--- config.mk ---
export PLATFORM = sky130hd
export DESIGN_NAME = reg_access_master
export DESIGN_NICKNAME = d
export VERILOG_FILES = /design/src/rtl/reg_access_pkg.sv /design/src/rtl/cycle_timer.sv /design/src/rtl/reg_access_master.sv
export SDC_FILE = /design/constraint.sdc
export NUM_CORES = 1
export LEC_CHECK = 0
export ABC_AREA = 1
export BUFFER_PORTS_ARGS = -buffer_cell sky130_fd_sc_hd__buf_4
export CAP_MARGIN = 20
export CORE_UTILIZATION = 51
export CTS_BUF_LIST = sky130_fd_sc_hd__clkbuf_4
export CTS_CLUSTER_SIZE = 12
export DETAILED_ROUTE_END_ITERATION = 6
export HOLD_SLACK_MARGIN = 0.05
export PLACE_DENSITY = 0.9
export SETUP_SLACK_MARGIN = 0.02
export SYNTH_ARGS = -nofsm -noshare
export SYNTH_HDL_FRONTEND = slang
export SYNTH_SLANG_ARGS = --single-unit
--- constraint.sdc ---
create_clock -name clk -period 1.6 [get_ports clk]
set_input_delay 0.16 -clock clk [delete_from_list [all_inputs] [get_ports clk]]
set_output_delay 0.16 -clock clk [all_outputs]
set_load 0.02 [all_outputs]
--- src/rtl/reg_access_pkg.sv ---
// Shared types and constants for the UART-side register access master.
package reg_access_pkg;

    // Frame-processing states of the access master.
    typedef enum logic [2:0] {
        StIdle,
        StWaitData,
        StDoWrite,
        StReadReq,
        StReadWait,
        StTxWait
    } state_e;

    // Command byte bit selecting write (1) or read (0).
    localparam int unsigned CMD_WRITE_BIT = 7;

    // Byte returned to the host when a read never completes.
    localparam logic [7:0] DEFAULT_ERR_BYTE = 8'hEE;

    // Width of the saturating dropped-byte counter.
    localparam int unsigned DROP_CNT_W = 8;

endpackage

--- src/rtl/cycle_timer.sv ---
// Loadable up-counter with synchronous clear and a terminal-count compare.
// Counting stops at the terminal value so a stalled caller never sees a wrap.
module cycle_timer #(
    parameter int unsigned Width = 8
) (
    input  logic             clk_i,
    input  logic             rst_ni,
    input  logic             clear_i,
    input  logic             load_i,
    input  logic [Width-1:0] load_val_i,
    input  logic             en_i,
    input  logic [Width-1:0] term_i,
    output logic             done_o
);

    logic [Width-1:0] count_q, count_d;

    assign done_o = (count_q == term_i);

    // Next count: clear beats load beats increment.
    always_comb begin
        count_d = count_q;
        if (clear_i) begin
            count_d = '0;
        end else if (load_i) begin
            count_d = load_val_i;
        end else if (en_i && !done_o) begin
            count_d = count_q + Width'(1);
        end
    end

    // Count register.
    always_ff @(posedge clk_i or negedge rst_ni) begin
        if (!rst_ni) begin
            count_q <= '0;
        end else begin
            count_q <= count_d;
        end
    end

endmodule

--- src/rtl/reg_access_master.sv ---
// Parses UART command frames and issues single-cycle register-file writes or
// reads; read results (or an error byte on timeout) go back to the UART
// transmitter. Every output is a flop, so each strobe appears one cycle after
// the state that decides it.
module reg_access_master
    import reg_access_pkg::*;
#(
    parameter int unsigned              DATA_WIDTH          = 8,
    parameter int unsigned              REGISTER_FILE_DEPTH = 16,
    parameter int unsigned              BYTE_TIMEOUT        = 100000,
    parameter int unsigned              RD_TIMEOUT          = 16,
    parameter logic [DATA_WIDTH-1:0]    ERR_BYTE            = DATA_WIDTH'(DEFAULT_ERR_BYTE),
    localparam int unsigned             ADDR_W              = $clog2(REGISTER_FILE_DEPTH)
) (
    input  logic                  clk,
    input  logic                  reset_n,
    input  logic [DATA_WIDTH-1:0] rx_data,
    input  logic                  rx_valid,
    input  logic                  tx_busy,
    output logic                  tx_start,
    output logic [DATA_WIDTH-1:0] tx_data,
    output logic [ADDR_W-1:0]     address,
    output logic                  write_en,
    output logic [DATA_WIDTH-1:0] write_data,
    output logic                  read_en,
    input  logic [DATA_WIDTH-1:0] read_data,
    input  logic                  read_data_valid,
    output logic                  rd_timeout_err,
    output logic [DROP_CNT_W-1:0] drop_count
);

    localparam int unsigned TMR_MAX = (BYTE_TIMEOUT > RD_TIMEOUT) ? BYTE_TIMEOUT : RD_TIMEOUT;
    localparam int unsigned TMR_W   = $clog2(TMR_MAX + 1);
    localparam logic [TMR_W-1:0] BYTE_TERM = TMR_W'(BYTE_TIMEOUT - 1);
    localparam logic [TMR_W-1:0] RD_TERM   = TMR_W'(RD_TIMEOUT - 1);

    state_e                  state_q, state_d;
    logic                    tx_start_q, tx_start_d;
    logic [DATA_WIDTH-1:0]   tx_data_q, tx_data_d;
    logic [ADDR_W-1:0]       address_q, address_d;
    logic                    write_en_q, write_en_d;
    logic [DATA_WIDTH-1:0]   write_data_q, write_data_d;
    logic                    read_en_q, read_en_d;
    logic                    rd_timeout_err_q, rd_timeout_err_d;
    logic [DROP_CNT_W-1:0]   drop_count_q, drop_count_d;

    logic                    tmr_clear;
    logic                    tmr_load;
    logic [TMR_W-1:0]        tmr_load_val;
    logic                    tmr_en;
    logic [TMR_W-1:0]        tmr_term;
    logic                    tmr_done;

    // One timer serves both waits; only one of them can be active at a time.
    assign tmr_en   = (state_q == StWaitData) || (state_q == StReadWait);
    assign tmr_term = (state_q == StReadWait) ? RD_TERM : BYTE_TERM;

    cycle_timer #(
        .Width (TMR_W)
    ) u_timer (
        .clk_i      (clk),
        .rst_ni     (reset_n),
        .clear_i    (tmr_clear),
        .load_i     (tmr_load),
        .load_val_i (tmr_load_val),
        .en_i       (tmr_en),
        .term_i     (tmr_term),
        .done_o     (tmr_done)
    );

    // Next-state and next-output decode for the frame FSM.
    always_comb begin
        state_d          = state_q;
        tx_start_d       = 1'b0;
        tx_data_d        = tx_data_q;
        address_d        = address_q;
        write_en_d       = 1'b0;
        write_data_d     = write_data_q;
        read_en_d        = 1'b0;
        rd_timeout_err_d = rd_timeout_err_q;
        drop_count_d     = drop_count_q;
        tmr_load         = 1'b0;
        tmr_load_val     = '0;

        case (state_q)
            StIdle: begin
                if (rx_valid) begin
                    address_d = rx_data[ADDR_W-1:0];
                    if (rx_data[CMD_WRITE_BIT]) begin
                        state_d  = StWaitData;
                        tmr_load = 1'b1;
                    end else begin
                        state_d = StReadReq;
                    end
                end
            end
            StWaitData: begin
                // A data byte arriving on the expiry cycle still wins.
                if (rx_valid) begin
                    write_data_d = rx_data;
                    state_d      = StDoWrite;
                end else if (tmr_done) begin
                    state_d = StIdle;
                end
            end
            StDoWrite: begin
                write_en_d = 1'b1;
                state_d    = StIdle;
            end
            StReadReq: begin
                read_en_d    = 1'b1;
                state_d      = StReadWait;
                // Preload 1 so the TX_WAIT hand-off cycle is part of the read
                // budget: the error tx_start lands RD_TIMEOUT cycles after entry.
                tmr_load     = 1'b1;
                tmr_load_val = TMR_W'(1);
            end
            StReadWait: begin
                if (read_data_valid) begin
                    tx_data_d = read_data;
                    state_d   = StTxWait;
                end else if (tmr_done) begin
                    tx_data_d        = ERR_BYTE;
                    rd_timeout_err_d = 1'b1;
                    state_d          = StTxWait;
                end
            end
            StTxWait: begin
                if (!tx_busy) begin
                    tx_start_d = 1'b1;
                    state_d    = StIdle;
                end
            end
            default: begin
                state_d = StIdle;
            end
        endcase

        // Only IDLE and WAIT_DATA consume bytes; anything else is dropped.
        if (rx_valid && (state_q != StIdle) && (state_q != StWaitData) &&
            (drop_count_q != '1)) begin
            drop_count_d = drop_count_q + DROP_CNT_W'(1);
        end

        tmr_clear = (state_d == StIdle);
    end

    // State and output registers.
    always_ff @(posedge clk or negedge reset_n) begin
        if (!reset_n) begin
            state_q          <= StIdle;
            tx_start_q       <= 1'b0;
            tx_data_q        <= '0;
            address_q        <= '0;
            write_en_q       <= 1'b0;
            write_data_q     <= '0;
            read_en_q        <= 1'b0;
            rd_timeout_err_q <= 1'b0;
            drop_count_q     <= '0;
        end else begin
            state_q          <= state_d;
            tx_start_q       <= tx_start_d;
            tx_data_q        <= tx_data_d;
            address_q        <= address_d;
            write_en_q       <= write_en_d;
            write_data_q     <= write_data_d;
            read_en_q        <= read_en_d;
            rd_timeout_err_q <= rd_timeout_err_d;
            drop_count_q     <= drop_count_d;
        end
    end

    assign tx_start       = tx_start_q;
    assign tx_data        = tx_data_q;
    assign address        = address_q;
    assign write_en       = write_en_q;
    assign write_data     = write_data_q;
    assign read_en        = read_en_q;
    assign rd_timeout_err = rd_timeout_err_q;
    assign drop_count     = drop_count_q;

endmodule
==> reports/qor.yml <==
synth_top_cell_area_share_pct: 50.5
total_power_w: 0.00654
cts_num_sinks: 52
syn_inst: 280
dr.pass1.iters: 7
insertion_delay_ps: 400
hold_viol: 0
slew_headroom_pct: 55.7
yosysWarnings: 0
layout_setup_ws_ps: -583
synth.top_cells.by_area: "dfrtp_1 (50%), nand2_1 (7.4%), inv_1 (5.7%), xor2_1 (4.4%), nor2_1 (3.6%)"
ir_worst_vdd_v: 0.00147
grt.total_usage_pct: 33.1
antenna_found_initial: 0
final.setup_skew_ps: 21.8
yosysSeqAreaShare_pct: 50.5
synthDistinctLibCells: 34
grt_pass1_vias: 2530
r2r-start: "state_q[2]"
powerDensity_nw_per_um2: 1670
fp-row-count: 25
fillers: 203
ys.flop_type: "dfrtp_1"
period_share_pct: 136
wl_per_cell_microns: 23.2
rsz0062_at_grt: "true"
wirelength_microns: 11000
final_area_sq_um: 3910
clock.fmax_mhz: 458
r2r.worst_path.cells: 7
violations: "setup timing"
arrival_ps: 2460
start_util_pct: 53.9
tritoncts: "done"
intPower_w: 0.00336
io_buffers: 52
p_seq_share_pct: 32.6
yosys.cell_count.top_type: "dfrtp_1"
worst_pin_slew_ps: 665
ios: 53
p_sw_share_pct: 48.6
power_frac_comb_pct: 57.3
power.leakage_nw: 1.85
layout-drive-gt1-share_pct: 44.7
synth_edf_count: 0
dpl-instance-area_sq_um: 3270
cp_data_required_time_ps: 1880
cp_max_fo: 5
drv_slew: 0
status: "complete, but fails checks"
grt_max_degree: 53
cts_buffers: 5
hpwl_microns: 4490
pwr-share-clk_pct: 10.1
cts_root_buf: "clkbuf_4"
die_y_microns: 73.1
viasPerCell: 6.17
ff2ff_setup_slack_ps: -580
clock_path_buffers: 2
syn-cell-area_sq_um: 2580
antenna_left: 0
antenna_cells: 0
period_minus_slack_ps: 2180
avgSynthCellArea_sq_um: 9.21
htreeDepth: 2
synth_top_area_cell: "dfrtp_1"
reg2reg_to: "u_timer.count_q[0]"
setup_viol: 37
cp-start-kind: "flop"
overflow: 0
endpoint_kind: "flop"
synth_nets: 303
vias: 2923
fin_nets: 429
hold_path_class: "primary input to flop"
place_ws_ps: -250
crit_end: "u_timer.count_q[0]"
crit_path_start: "state_q[2]"
switchingPower_w: 0.00318
design.core.area_sq_um: 4790
synth_common_cells: "dfrtp_1 (52), nand2_1 (51), inv_1 (39), nor2_1 (25), xor2_1 (13)"
crit_type: "flop to flop"
drc: 0
whs_ps: 99.3
clkTransAtPathRegs_ps: 160
die_w_microns: 73.1
ys_seq_elements: 52
die_area_sq_um: 5340
async_reset_ff_share_pct: 100
synthToLayoutAreaGrowth_pct: 51.6
drtIter0Drc: 520
cap_violations: 0
grt_pass1_wl_microns: 12900
gp_congestion: 0.885
cell type report:
cell class / instances / area (sq um) / area share (%)
Inverter: 42 / 169 / 4.32
Sequential cell: 52 / 1310 / 33.5
Tap cell: 67 / 83.8 / 2.14
Clock inverter: 2 / 16.3 / 0.416
Timing Repair Buffer: 121 / 962 / 24.6
Multi-Input combinational cell: 184 / 1320 / 33.9
Clock buffer: 6 / 45.0 / 1.15
kinds of logic (layout without fill, tap and decap cells):
| kind of cell | Yosys count | count (layout) | share of synthesized area, % |
|---|---|---|---|
| compound gates | 27 | 27 | 7.08 |
| simple gates | 134 | 135 | 26.7 |
| buf+inv | 45 | 171 | 7.47 |
| mux | 5 | 5 | 2.18 |
| xor+xnor | 15 | 15 | 5.09 |
| fa+ha+maj | 2 | 2 | 0.970 |
| flops | 52 | 52 | 50.5 |
flip-flops by register name, indices dropped and copies added (netlist names):
register         count
u_timer.count_q     17
drop_count           8
tx_data              8
write_data           8
address              4
state_q              3
rd_timeout_err       1
read_en              1
tx_start             1
write_en             1
worst min-delay path by stage:
stage | from | cells after the start | end
after floorplan | reset_n | 0 | address[0]
after global placement | reset_n | 1 | u_timer.count_q[6]
after detailed placement | reset_n | 1 | u_timer.count_q[8]
after CTS | rx_data[0] | 3 | address[0]
after global routing | rx_data[3] | 3 | address[3]
final | rx_data[3] | 3 | address[3]
worst max-delay path, stage by stage (launching register included):
cell and delay [ps]:
dfrtp_2 510, inv_1 200, nand3_1 190, nand3_1 190, nor2_1 440, nand3_4 240, o211ai_1 200, nand2_1 90
routing by layer:
layer / up-vias / routed length, microns / share of wire, % / GRT usage, %
met5: - / 0 / 0 / 0
met4: 0 / 1080 / 9.8 / 17.4
met3: 110 / 1120 / 10 / 7.60
met2: 285 / 4990 / 45 / 58.2
met1: 1376 / 3820 / 35 / 37.2
li1: 1152 / - / - / -
what timing repair did:
action	CTS	global route
gates resized for setup	6	54
endpoints found under the hold margin	68	2
hold buffers	16	1
cloned	1	0
setup buffers	5	16
pin swaps	1	29
endpoints found under the setup margin	26	39
placed cells by master, fill, tap and decap left out, types with 2 or more instances in the layout:
| master | Yosys | layout |
|---|---|---|
| a21oi_2 | 0 | 3 |
| a21oi_4 | 1 | 2 |
| a22o_1 | 2 | 2 |
| buf_4 | 0 | 101 |
| buf_6 | 1 | 3 |
| clkbuf_4 | 0 | 6 |
| clkinvlp_4 | 0 | 2 |
| dfrtp_1 | 52 | 45 |
| dfrtp_2 | 0 | 7 |
| dlygate4sd3_1 | 0 | 17 |
| ha_4 | 0 | 2 |
| inv_1 | 39 | 36 |
| inv_2 | 2 | 3 |
| inv_6 | 1 | 2 |
| mux2_2 | 5 | 4 |
| nand2_1 | 51 | 48 |
| nand2_2 | 5 | 5 |
| nand2_4 | 2 | 4 |
| nand2_8 | 1 | 3 |
| nand3_1 | 11 | 9 |
| nand3_2 | 2 | 2 |
| nand3_4 | 2 | 4 |
| nand4_1 | 8 | 8 |
| nor2_1 | 25 | 18 |
| nor2_2 | 12 | 9 |
| nor2_4 | 2 | 12 |
| nor3_1 | 11 | 6 |
| nor3_2 | 1 | 3 |
| nor3_4 | 0 | 3 |
| o21ai_0 | 10 | 9 |
| o21ai_1 | 1 | 2 |
| o22a_1 | 6 | 6 |
| xnor2_1 | 2 | 2 |
| xor2_1 | 13 | 13 |
power by group through the flow:
stage	sequential, W	combinational, W	clock [W]
CTS	0.00201	0.00288	0.000639
global route	0.00214	0.00383	0.000693
floorplan	0.00240	0.00121	0
finish	0.00213	0.00375	0.000661
global placement	0.00200	0.00251	0
detailed placement	0.00203	0.00261	0
metrics by stage:
stage	util (%)	TNS [ps]	std cells
floorplan	-	-854	280
global placement	68.3	-1580	428
detailed placement	68.3	-3430	428
CTS	74.6	-3420	458
global route	81.7	-14210	474
finish	81.7	-11960	474
No activity file was read; power rests on OpenSTA's default activity.
